===== src/rtl/mc_ctrl_pkg.sv =====
// ---------------------------------------------------------------------------
// mc_ctrl_pkg
// Shared definitions for the RISC-V multicycle controller:
//   - FSM state encodings
//   - opcode constants for the supported instructions
//   - ALUControl, ALUOp, ResultSrc, ALUSrcA/B and ImmSrc select encodings
//   - the per-state control word and its Moore decode
// Optional feature macro: MC_CTRL_ILLEGAL_TRAP_EN (TRAP state reachable).
// ---------------------------------------------------------------------------
package mc_ctrl_pkg;

  typedef enum logic [3:0] {
    S_FETCH    = 4'd0,
    S_DECODE   = 4'd1,
    S_MEMADR   = 4'd2,
    S_MEMREAD  = 4'd3,
    S_MEMWB    = 4'd4,
    S_MEMWRITE = 4'd5,
    S_EXECUTER = 4'd6,
    S_EXECUTEI = 4'd7,
    S_ALUWB    = 4'd8,
    S_BEQ      = 4'd9,
    S_JAL      = 4'd10,
    S_TRAP     = 4'd11
  } state_t;

  localparam logic [6:0] OP_LW  = 7'b0000011;
  localparam logic [6:0] OP_SW  = 7'b0100011;
  localparam logic [6:0] OP_R   = 7'b0110011;
  localparam logic [6:0] OP_I   = 7'b0010011;
  localparam logic [6:0] OP_BEQ = 7'b1100011;
  localparam logic [6:0] OP_JAL = 7'b1101111;

  localparam logic [2:0] ALU_ADD = 3'b000;
  localparam logic [2:0] ALU_SUB = 3'b001;
  localparam logic [2:0] ALU_AND = 3'b010;
  localparam logic [2:0] ALU_OR  = 3'b011;
  localparam logic [2:0] ALU_SLT = 3'b101;

  localparam logic [1:0] ALUOP_ADD   = 2'b00;
  localparam logic [1:0] ALUOP_SUB   = 2'b01;
  localparam logic [1:0] ALUOP_FUNCT = 2'b10;

  localparam logic [1:0] RES_ALUOUT    = 2'b00;
  localparam logic [1:0] RES_DATA      = 2'b01;
  localparam logic [1:0] RES_ALURESULT = 2'b10;

  localparam logic [1:0] SRCA_PC    = 2'b00;
  localparam logic [1:0] SRCA_OLDPC = 2'b01;
  localparam logic [1:0] SRCA_RD1   = 2'b10;

  localparam logic [1:0] SRCB_RD2  = 2'b00;
  localparam logic [1:0] SRCB_IMM  = 2'b01;
  localparam logic [1:0] SRCB_FOUR = 2'b10;

  localparam logic [1:0] IMM_I = 2'b00;
  localparam logic [1:0] IMM_S = 2'b01;
  localparam logic [1:0] IMM_B = 2'b10;
  localparam logic [1:0] IMM_J = 2'b11;

  typedef struct packed {
    logic       pcupdate;
    logic       branch;
    logic       adrsrc;
    logic       memwrite;
    logic       irwrite;
    logic       regwrite;
    logic [1:0] resultsrc;
    logic [1:0] alusrca;
    logic [1:0] alusrcb;
    logic [1:0] aluop;
  } ctrl_t;

  // Moore control word for a state; anything not set stays 0.
  function automatic ctrl_t ctrl_for_state(input state_t s);
    ctrl_t c;
    c = '0;
    case (s)
      S_FETCH: begin
        c.irwrite   = 1'b1;
        c.alusrca   = SRCA_PC;
        c.alusrcb   = SRCB_FOUR;
        c.aluop     = ALUOP_ADD;
        c.resultsrc = RES_ALURESULT;
        c.pcupdate  = 1'b1;
      end
      S_DECODE: begin
        c.alusrca = SRCA_OLDPC;
        c.alusrcb = SRCB_IMM;
        c.aluop   = ALUOP_ADD;
      end
      S_MEMADR: begin
        c.alusrca = SRCA_RD1;
        c.alusrcb = SRCB_IMM;
        c.aluop   = ALUOP_ADD;
      end
      S_MEMREAD: begin
        c.resultsrc = RES_ALUOUT;
        c.adrsrc    = 1'b1;
      end
      S_MEMWB: begin
        c.resultsrc = RES_DATA;
        c.regwrite  = 1'b1;
      end
      S_MEMWRITE: begin
        c.resultsrc = RES_ALUOUT;
        c.adrsrc    = 1'b1;
        c.memwrite  = 1'b1;
      end
      S_EXECUTER: begin
        c.alusrca = SRCA_RD1;
        c.alusrcb = SRCB_RD2;
        c.aluop   = ALUOP_FUNCT;
      end
      S_EXECUTEI: begin
        c.alusrca = SRCA_RD1;
        c.alusrcb = SRCB_IMM;
        c.aluop   = ALUOP_FUNCT;
      end
      S_ALUWB: begin
        c.resultsrc = RES_ALUOUT;
        c.regwrite  = 1'b1;
      end
      S_BEQ: begin
        c.alusrca   = SRCA_RD1;
        c.alusrcb   = SRCB_RD2;
        c.aluop     = ALUOP_SUB;
        c.resultsrc = RES_ALUOUT;
        c.branch    = 1'b1;
      end
      S_JAL: begin
        c.alusrca   = SRCA_OLDPC;
        c.alusrcb   = SRCB_FOUR;
        c.aluop     = ALUOP_ADD;
        c.resultsrc = RES_ALUOUT;
        c.pcupdate  = 1'b1;
      end
      default: c = '0;
    endcase
    return c;
  endfunction

endpackage


===== src/rtl/multicycle_control_fsm_alu_decoder.sv =====
// ---------------------------------------------------------------------------
// alu_decoder
// Combinational ALU operation decode for the multicycle controller.
// Ports:
//   aluop_i      ALUOp from the FSM (00 add, 01 sub, 10 by funct3)
//   funct3_i     instr[14:12]
//   funct7b5_i   instr[30]
//   op5_i        instr[5], separates R-type (sub possible) from I-type
//   alucontrol_o ALU operation select
// ---------------------------------------------------------------------------
module alu_decoder
  import mc_ctrl_pkg::*;
(
  input  logic [1:0] aluop_i,
  input  logic [2:0] funct3_i,
  input  logic       funct7b5_i,
  input  logic       op5_i,
  output logic [2:0] alucontrol_o
);

  always_comb begin
    alucontrol_o = ALU_ADD;
    case (aluop_i)
      ALUOP_ADD: alucontrol_o = ALU_ADD;
      ALUOP_SUB: alucontrol_o = ALU_SUB;
      ALUOP_FUNCT: begin
        case (funct3_i)
          // addi has funct7b5 as an immediate bit, so only R-type may subtract
          3'b000:  alucontrol_o = (op5_i & funct7b5_i) ? ALU_SUB : ALU_ADD;
          3'b010:  alucontrol_o = ALU_SLT;
          3'b110:  alucontrol_o = ALU_OR;
          3'b111:  alucontrol_o = ALU_AND;
          default: alucontrol_o = ALU_ADD;
        endcase
      end
      default: alucontrol_o = ALU_ADD;
    endcase
  end

endmodule


===== src/rtl/multicycle_control_fsm.sv =====
// ---------------------------------------------------------------------------
// multicycle_control_fsm
// Main controller of the RISC-V multicycle datapath (lw, sw, R, I-ALU, beq,
// jal). Sequences the instruction phases, decodes ALU operation and
// immediate type, and drives the register file write enable.
// Optional feature macro: MC_CTRL_ILLEGAL_TRAP_EN -- unknown opcodes lock
// the FSM in TRAP with illegal_instr high until reset.
//
// Ports:
//   clk, reset     clock (rising edge), async active-high reset
//   op, funct3, funct7b5, zero   instruction fields and ALU zero flag
//   PCWrite, AdrSrc, MemWrite, IRWrite, RegWrite   datapath strobes/selects
//   ResultSrc, ALUSrcA, ALUSrcB, ALUControl, ImmSrc   mux/ALU selects
//   state          current state (debug)
//   illegal_instr  unknown opcode trapped
//
// state      | meaning
// FETCH (0)  | read instruction, PC += 4
// DECODE (1) | read registers, compute branch target
// MEMADR (2) | compute load/store address
// MEMREAD(3) | read data memory
// MEMWB (4)  | write load data to register file
// MEMWRITE(5)| write data memory
// EXECUTER(6)| R-type ALU operation
// EXECUTEI(7)| I-type ALU operation
// ALUWB (8)  | write ALU result to register file
// BEQ (9)    | compare, branch on zero
// JAL (10)   | PC = target, compute link address
// TRAP (11)  | unknown opcode, held until reset (optional)
// ---------------------------------------------------------------------------
module multicycle_control_fsm
  import mc_ctrl_pkg::*;
#(
  parameter int STATE_W = 4
) (
  input  logic               clk,
  input  logic               reset,
  input  logic [6:0]         op,
  input  logic [2:0]         funct3,
  input  logic               funct7b5,
  input  logic               zero,
  output logic               PCWrite,
  output logic               AdrSrc,
  output logic               MemWrite,
  output logic               IRWrite,
  output logic [1:0]         ResultSrc,
  output logic [1:0]         ALUSrcA,
  output logic [1:0]         ALUSrcB,
  output logic [2:0]         ALUControl,
  output logic [1:0]         ImmSrc,
  output logic               RegWrite,
  output logic [STATE_W-1:0] state,
  output logic               illegal_instr
);

  state_t state_q, state_d;
  ctrl_t  ctrl_q;

  always_comb begin
    state_d = state_q;
    case (state_q)
      S_FETCH: state_d = S_DECODE;
      S_DECODE: begin
        case (op)
          OP_LW, OP_SW: state_d = S_MEMADR;
          OP_R:         state_d = S_EXECUTER;
          OP_I:         state_d = S_EXECUTEI;
          OP_BEQ:       state_d = S_BEQ;
          OP_JAL:       state_d = S_JAL;
`ifdef MC_CTRL_ILLEGAL_TRAP_EN
          default:      state_d = S_TRAP;
`else
          default:      state_d = S_FETCH;
`endif
        endcase
      end
      S_MEMADR:   state_d = (op == OP_LW) ? S_MEMREAD : S_MEMWRITE;
      S_MEMREAD:  state_d = S_MEMWB;
      S_EXECUTER: state_d = S_ALUWB;
      S_EXECUTEI: state_d = S_ALUWB;
      S_JAL:      state_d = S_ALUWB;
      S_MEMWB:    state_d = S_FETCH;
      S_MEMWRITE: state_d = S_FETCH;
      S_ALUWB:    state_d = S_FETCH;
      S_BEQ:      state_d = S_FETCH;
`ifdef MC_CTRL_ILLEGAL_TRAP_EN
      S_TRAP:     state_d = S_TRAP;
`endif
      default:    state_d = S_FETCH;
    endcase
  end

  // The control word is registered alongside the state, precomputed from
  // the next state so that it always matches state_q.
  always_ff @(posedge clk or posedge reset) begin
    if (reset) begin
      state_q <= S_FETCH;
      ctrl_q  <= ctrl_for_state(S_FETCH);
    end else begin
      state_q <= state_d;
      ctrl_q  <= ctrl_for_state(state_d);
    end
  end

`ifdef MC_CTRL_ILLEGAL_TRAP_EN
  logic illegal_q;
  always_ff @(posedge clk or posedge reset) begin
    if (reset) illegal_q <= 1'b0;
    else       illegal_q <= (state_d == S_TRAP);
  end
  assign illegal_instr = illegal_q;
`else
  assign illegal_instr = 1'b0;
`endif

  // Strobes are gated by reset directly so an aborted instruction never
  // emits a partial write while reset is held.
  assign PCWrite   = ~reset & (ctrl_q.pcupdate | (ctrl_q.branch & zero));
  assign IRWrite   = ~reset & ctrl_q.irwrite;
  assign MemWrite  = ~reset & ctrl_q.memwrite;
  assign RegWrite  = ~reset & ctrl_q.regwrite;
  assign AdrSrc    = ctrl_q.adrsrc;
  assign ResultSrc = ctrl_q.resultsrc;
  assign ALUSrcA   = ctrl_q.alusrca;
  assign ALUSrcB   = ctrl_q.alusrcb;
  assign state     = STATE_W'(state_q);

  alu_decoder u_alu_decoder (
    .aluop_i      (ctrl_q.aluop),
    .funct3_i     (funct3),
    .funct7b5_i   (funct7b5),
    .op5_i        (op[5]),
    .alucontrol_o (ALUControl)
  );

  always_comb begin
    ImmSrc = IMM_I;
    case (op)
      OP_LW, OP_I: ImmSrc = IMM_I;
      OP_SW:       ImmSrc = IMM_S;
      OP_BEQ:      ImmSrc = IMM_B;
      OP_JAL:      ImmSrc = IMM_J;
      default:     ImmSrc = IMM_I;
    endcase
  end

endmodule


===== config.mk =====
export PLATFORM = sky130hd
export DESIGN_NAME = multicycle_control_fsm
export DESIGN_NICKNAME = d
export VERILOG_FILES = /design/src/rtl/mc_ctrl_pkg.sv /design/src/rtl/multicycle_control_fsm_alu_decoder.sv /design/src/rtl/multicycle_control_fsm.sv
export SDC_FILE = /design/constraint.sdc
export NUM_CORES = 1
export LEC_CHECK = 0
export ABC_AREA = 1
export BUFFER_PORTS_ARGS = -buffer_cell sky130_fd_sc_hd__buf_2
export CORE_UTILIZATION = 47
export DETAILED_ROUTE_END_ITERATION = 12
export PLACE_DENSITY_LB_ADDON = 0.2
export SLEW_MARGIN = 20
export SYNTH_ARGS = -nofsm -noshare
export SYNTH_HDL_FRONTEND = slang
export SYNTH_SLANG_ARGS = --single-unit

===== constraint.sdc =====
create_clock -name clk -period 2.11 [get_ports clk]
set_clock_uncertainty 0.2 [all_clocks]
set_input_delay 0.211 -clock clk [delete_from_list [all_inputs] [get_ports clk]]
set_output_delay 0.211 -clock clk [all_outputs]
set_load 0.005 [all_outputs]

==> results.yml <==
outcome:
  status: "completed"
critical_path:
  critical_path.endpoint: "ALUControl[0]"
  r2r-start: "state[3]$_DFF_PP0_"
  critical_path_class: "reg2out"
  end_kind: "output port"
  ff2ff_path_depth: 8
  cp_max_fo: 4
  startpoint_type: "flip-flop"
  cp_slowest_cell: "dfrtp_1"
  cp_slowest_stage_delay_ns: 0.39
  r2r-end: "ALUSrcB[0]$_DFF_PP0_"
  r2r_setup_slack_ns: 0.48
  critPathArrivalTime_ns: 1.29
  worstPathRequired_ns: 1.70
  cp-startpoint: "ctrl_q[0]$_DFF_PP0_"
  cp_cell_sequence: "inv_1 > ha_1 > nand4_1 > a21oi_1 > buf_2"
power:
  leakage_uw: 0.000707
  powerDensity_nw_per_um2: 773
  vdd_drop_max_uv: 379
  fin_total_pwr_uw: 863
yosys:
  synth_seq_cells: 17
  yosysWarnings: 0
  syn_nets: 135
  yosysSeqAreaShare_pct: 45.8
  yosysMostFrequentCell: "nand2_1"
  synth_top_area_share_pct: 37.4
  synth_area_um2: 937
  ys.flop_type: "dfrtp_1"
  synthCells: 119
  synth_top_cells_by_count: "nand2_1 (25), inv_1 (24), nor2_1 (15), dfrtp_1 (14), nand3_1 (10)"
  synth_area_leaders: "dfrtp_1 (37%), nand2_1 (10%), inv_1 (9.6%)"
  yosysUniqueCellTypes: 21
  synth_edf_count: 0
  async_flop_share_pct: 100
  synth_top_area_cell: "dfrtp_1"
  syn_avg_cell_area_um2: 7.88
grt:
  use_met3_pct: 3.92
  grtUsageMet1_pct: 22.1
  overflow: 0
  grtUsageMet2_pct: 26.4
  grt_pass1_wl_um: 2620
  grt_max_degree: 18
  antenna_found_initial: 0
  busiest_layer: "met2"
  grtUsageTotal_pct: 17.2
  grt_pass1_vias: 691
final_layout:
  n_antenna_cell: 0
  nFillCells: 176
  area_growth_syn_to_layout_pct: 19.2
  seq_area_um2: 429
  multi_input_area_um2: 362
  num-nets-final: 167
  final_util_pct: 62.0
  drive_gt1_share_pct: 32.7
clock_tree:
  clkTransAtPathRegs_ns: 0.09
  clock-root-buffer: "clkbuf_4"
  cts_tree: "built"
  htree_levels: 1
  cts_sinks: 17
  clk_latency_ns: 0.27
  cts_made_buffers: 3
  cts.path.max_buffers: 2
floorplan:
  ios: 35
  rows: 15
  dieHeight_um: 46.7
  start_util_pct: 52.0
  design.die.area_um2: 2180
  die_w_um: 46.7
  core_area_um2: 1800
placement:
  portBuffers: 33
  dp_hpwl_um: 1310
  gp_congestion: 0.864
timing:
  whs_ns: 0.127
  relSlewSlack_pct: 58.8
  period_needed_ns: 1.70
  fmax_mhz: 587
  slew_violations: 0
  hold_viol_final: 0
  worst_slew_pin_slew_ns: 0.618
  rsz0062_at_grt: "false"
  fin_crit_sh_pct: 80.7
  fin_setup_tns_ns: 0
  setup-violations-final: 0
drt:
  initialDrtViolationCount: 10
  ant_nets: 0
  detail_route.first_pass.iterations: 4
  wl_um: 1640
  drc: 0
  vias_per_cell: 4.52
  vias: 791
  wl_per_cell_um: 9.35
worst_hold_path:
  hold_path.class: "in2reg"
flow_run:
  max_cap_viol_count: 0
[registers in the layout, summed over array words and instances, names as in the netlist]
signal / count
ALUSrcA: 2
ALUSrcB: 2
AdrSrc: 1
ResultSrc: 1
ctrl_q: 7
state: 4
[per-stage QoR]
step	setup WS [ns]	area, um2	cells
floorplan	0.620	937	119
global placement	0.518	1080	170
detailed placement	0.512	1080	170
CTS	0.390	1120	175
global route	0.279	1120	175
finish	0.406	1120	175
[repair_timing]
item                                   CTS  global route
setup buffers                            0             0
resized for setup                        0             0
endpoints found under the hold margin   14             0
hold buffers                             1             0
[critical path, delay by kind of cell (launching register included)]
kind,cells,cell delay [ns]
simple gates,1,0.11
fa+ha+maj,1,0.20
buf+inv,2,0.18
compound gates,1,0.15
flops,1,0.39
[worst min path at each step]
stage | depth (start not counted) | from | to | slack (ns)
6_report | 4 | op[6] | state[1]$_DFF_PP0_ | 0.13
4_1_cts | 4 | op[6] | state[1]$_DFF_PP0_ | 0.12
3_5_place_dp | 2 | reset | ctrl_q[12]$_DFF_PP0_ | 0.16
5_1_grt | 4 | op[6] | state[1]$_DFF_PP0_ | 0.16
3_3_place_gp | 2 | reset | ctrl_q[10]$_DFF_PP0_ | 0.14
2_1_floorplan | 1 | reset | ALUSrcA[0]$_DFF_PP0_ | -0.07
[where the power goes]
| part | internal (uW) | switching (uW) |
|---|---|---|
| clock | 73.2 | 89.6 |
| combinational | 107 | 154 |
| sequential | 410 | 30.0 |
| total | 590 | 273 |
[area by class of cell]
cell class / count / area share (%)
inverters: 25 / 8.40
repair buffers: 34 / 15.7
well taps: 25 / 2.80
flip-flops and latches: 17 / 38.4
multi-input cells: 70 / 32.4
clock buffers: 4 / 2.35
[kinds of logic after synthesis]
logic type / count (synthesis) / share of synthesized area [%]
AND/OR/NAND/NOR: 60 / 31.2
buffers and inverters: 32 / 15.6
flip-flops: 17 / 45.8
AO/OA/AOI/OAI: 7 / 4.27
adder cells (fa/ha/maj): 2 / 2.67
other: 1 / 0.400
[layer usage]
metal | vias up | wire [um]
met5 | - | 0
met4 | 0 | 32
met3 | 4 | 85
met2 | 22 | 721
met1 | 350 | 797
li1 | 415 | -
[cell usage in the layout (no fill, tap or decap)]
master         Yosys  routed
buf_2              0      33
nand2_1           25      25
inv_1             24      24
nor2_1            15      15
dfrtp_1           14      14
nand3_1           10      10
a21oi_1            4       4
nand3_2            4       4
dfstp_2            3       3
clkbuf_4           0       3
ha_1               2       2
nor2_4             1       1
inv_2              1       1
nor3_4             1       1
o21ai_1            1       1
o22ai_1            1       1
nand2_2            1       1
a21oi_2            1       1
nor2_2             1       1
and3_1             1       1
nand4_1            1       1
conb_1             1       1
clkbuf_1           0       1
dlygate4sd3_1      0       1
Note: power is estimated with default switching activity, not from simulation.
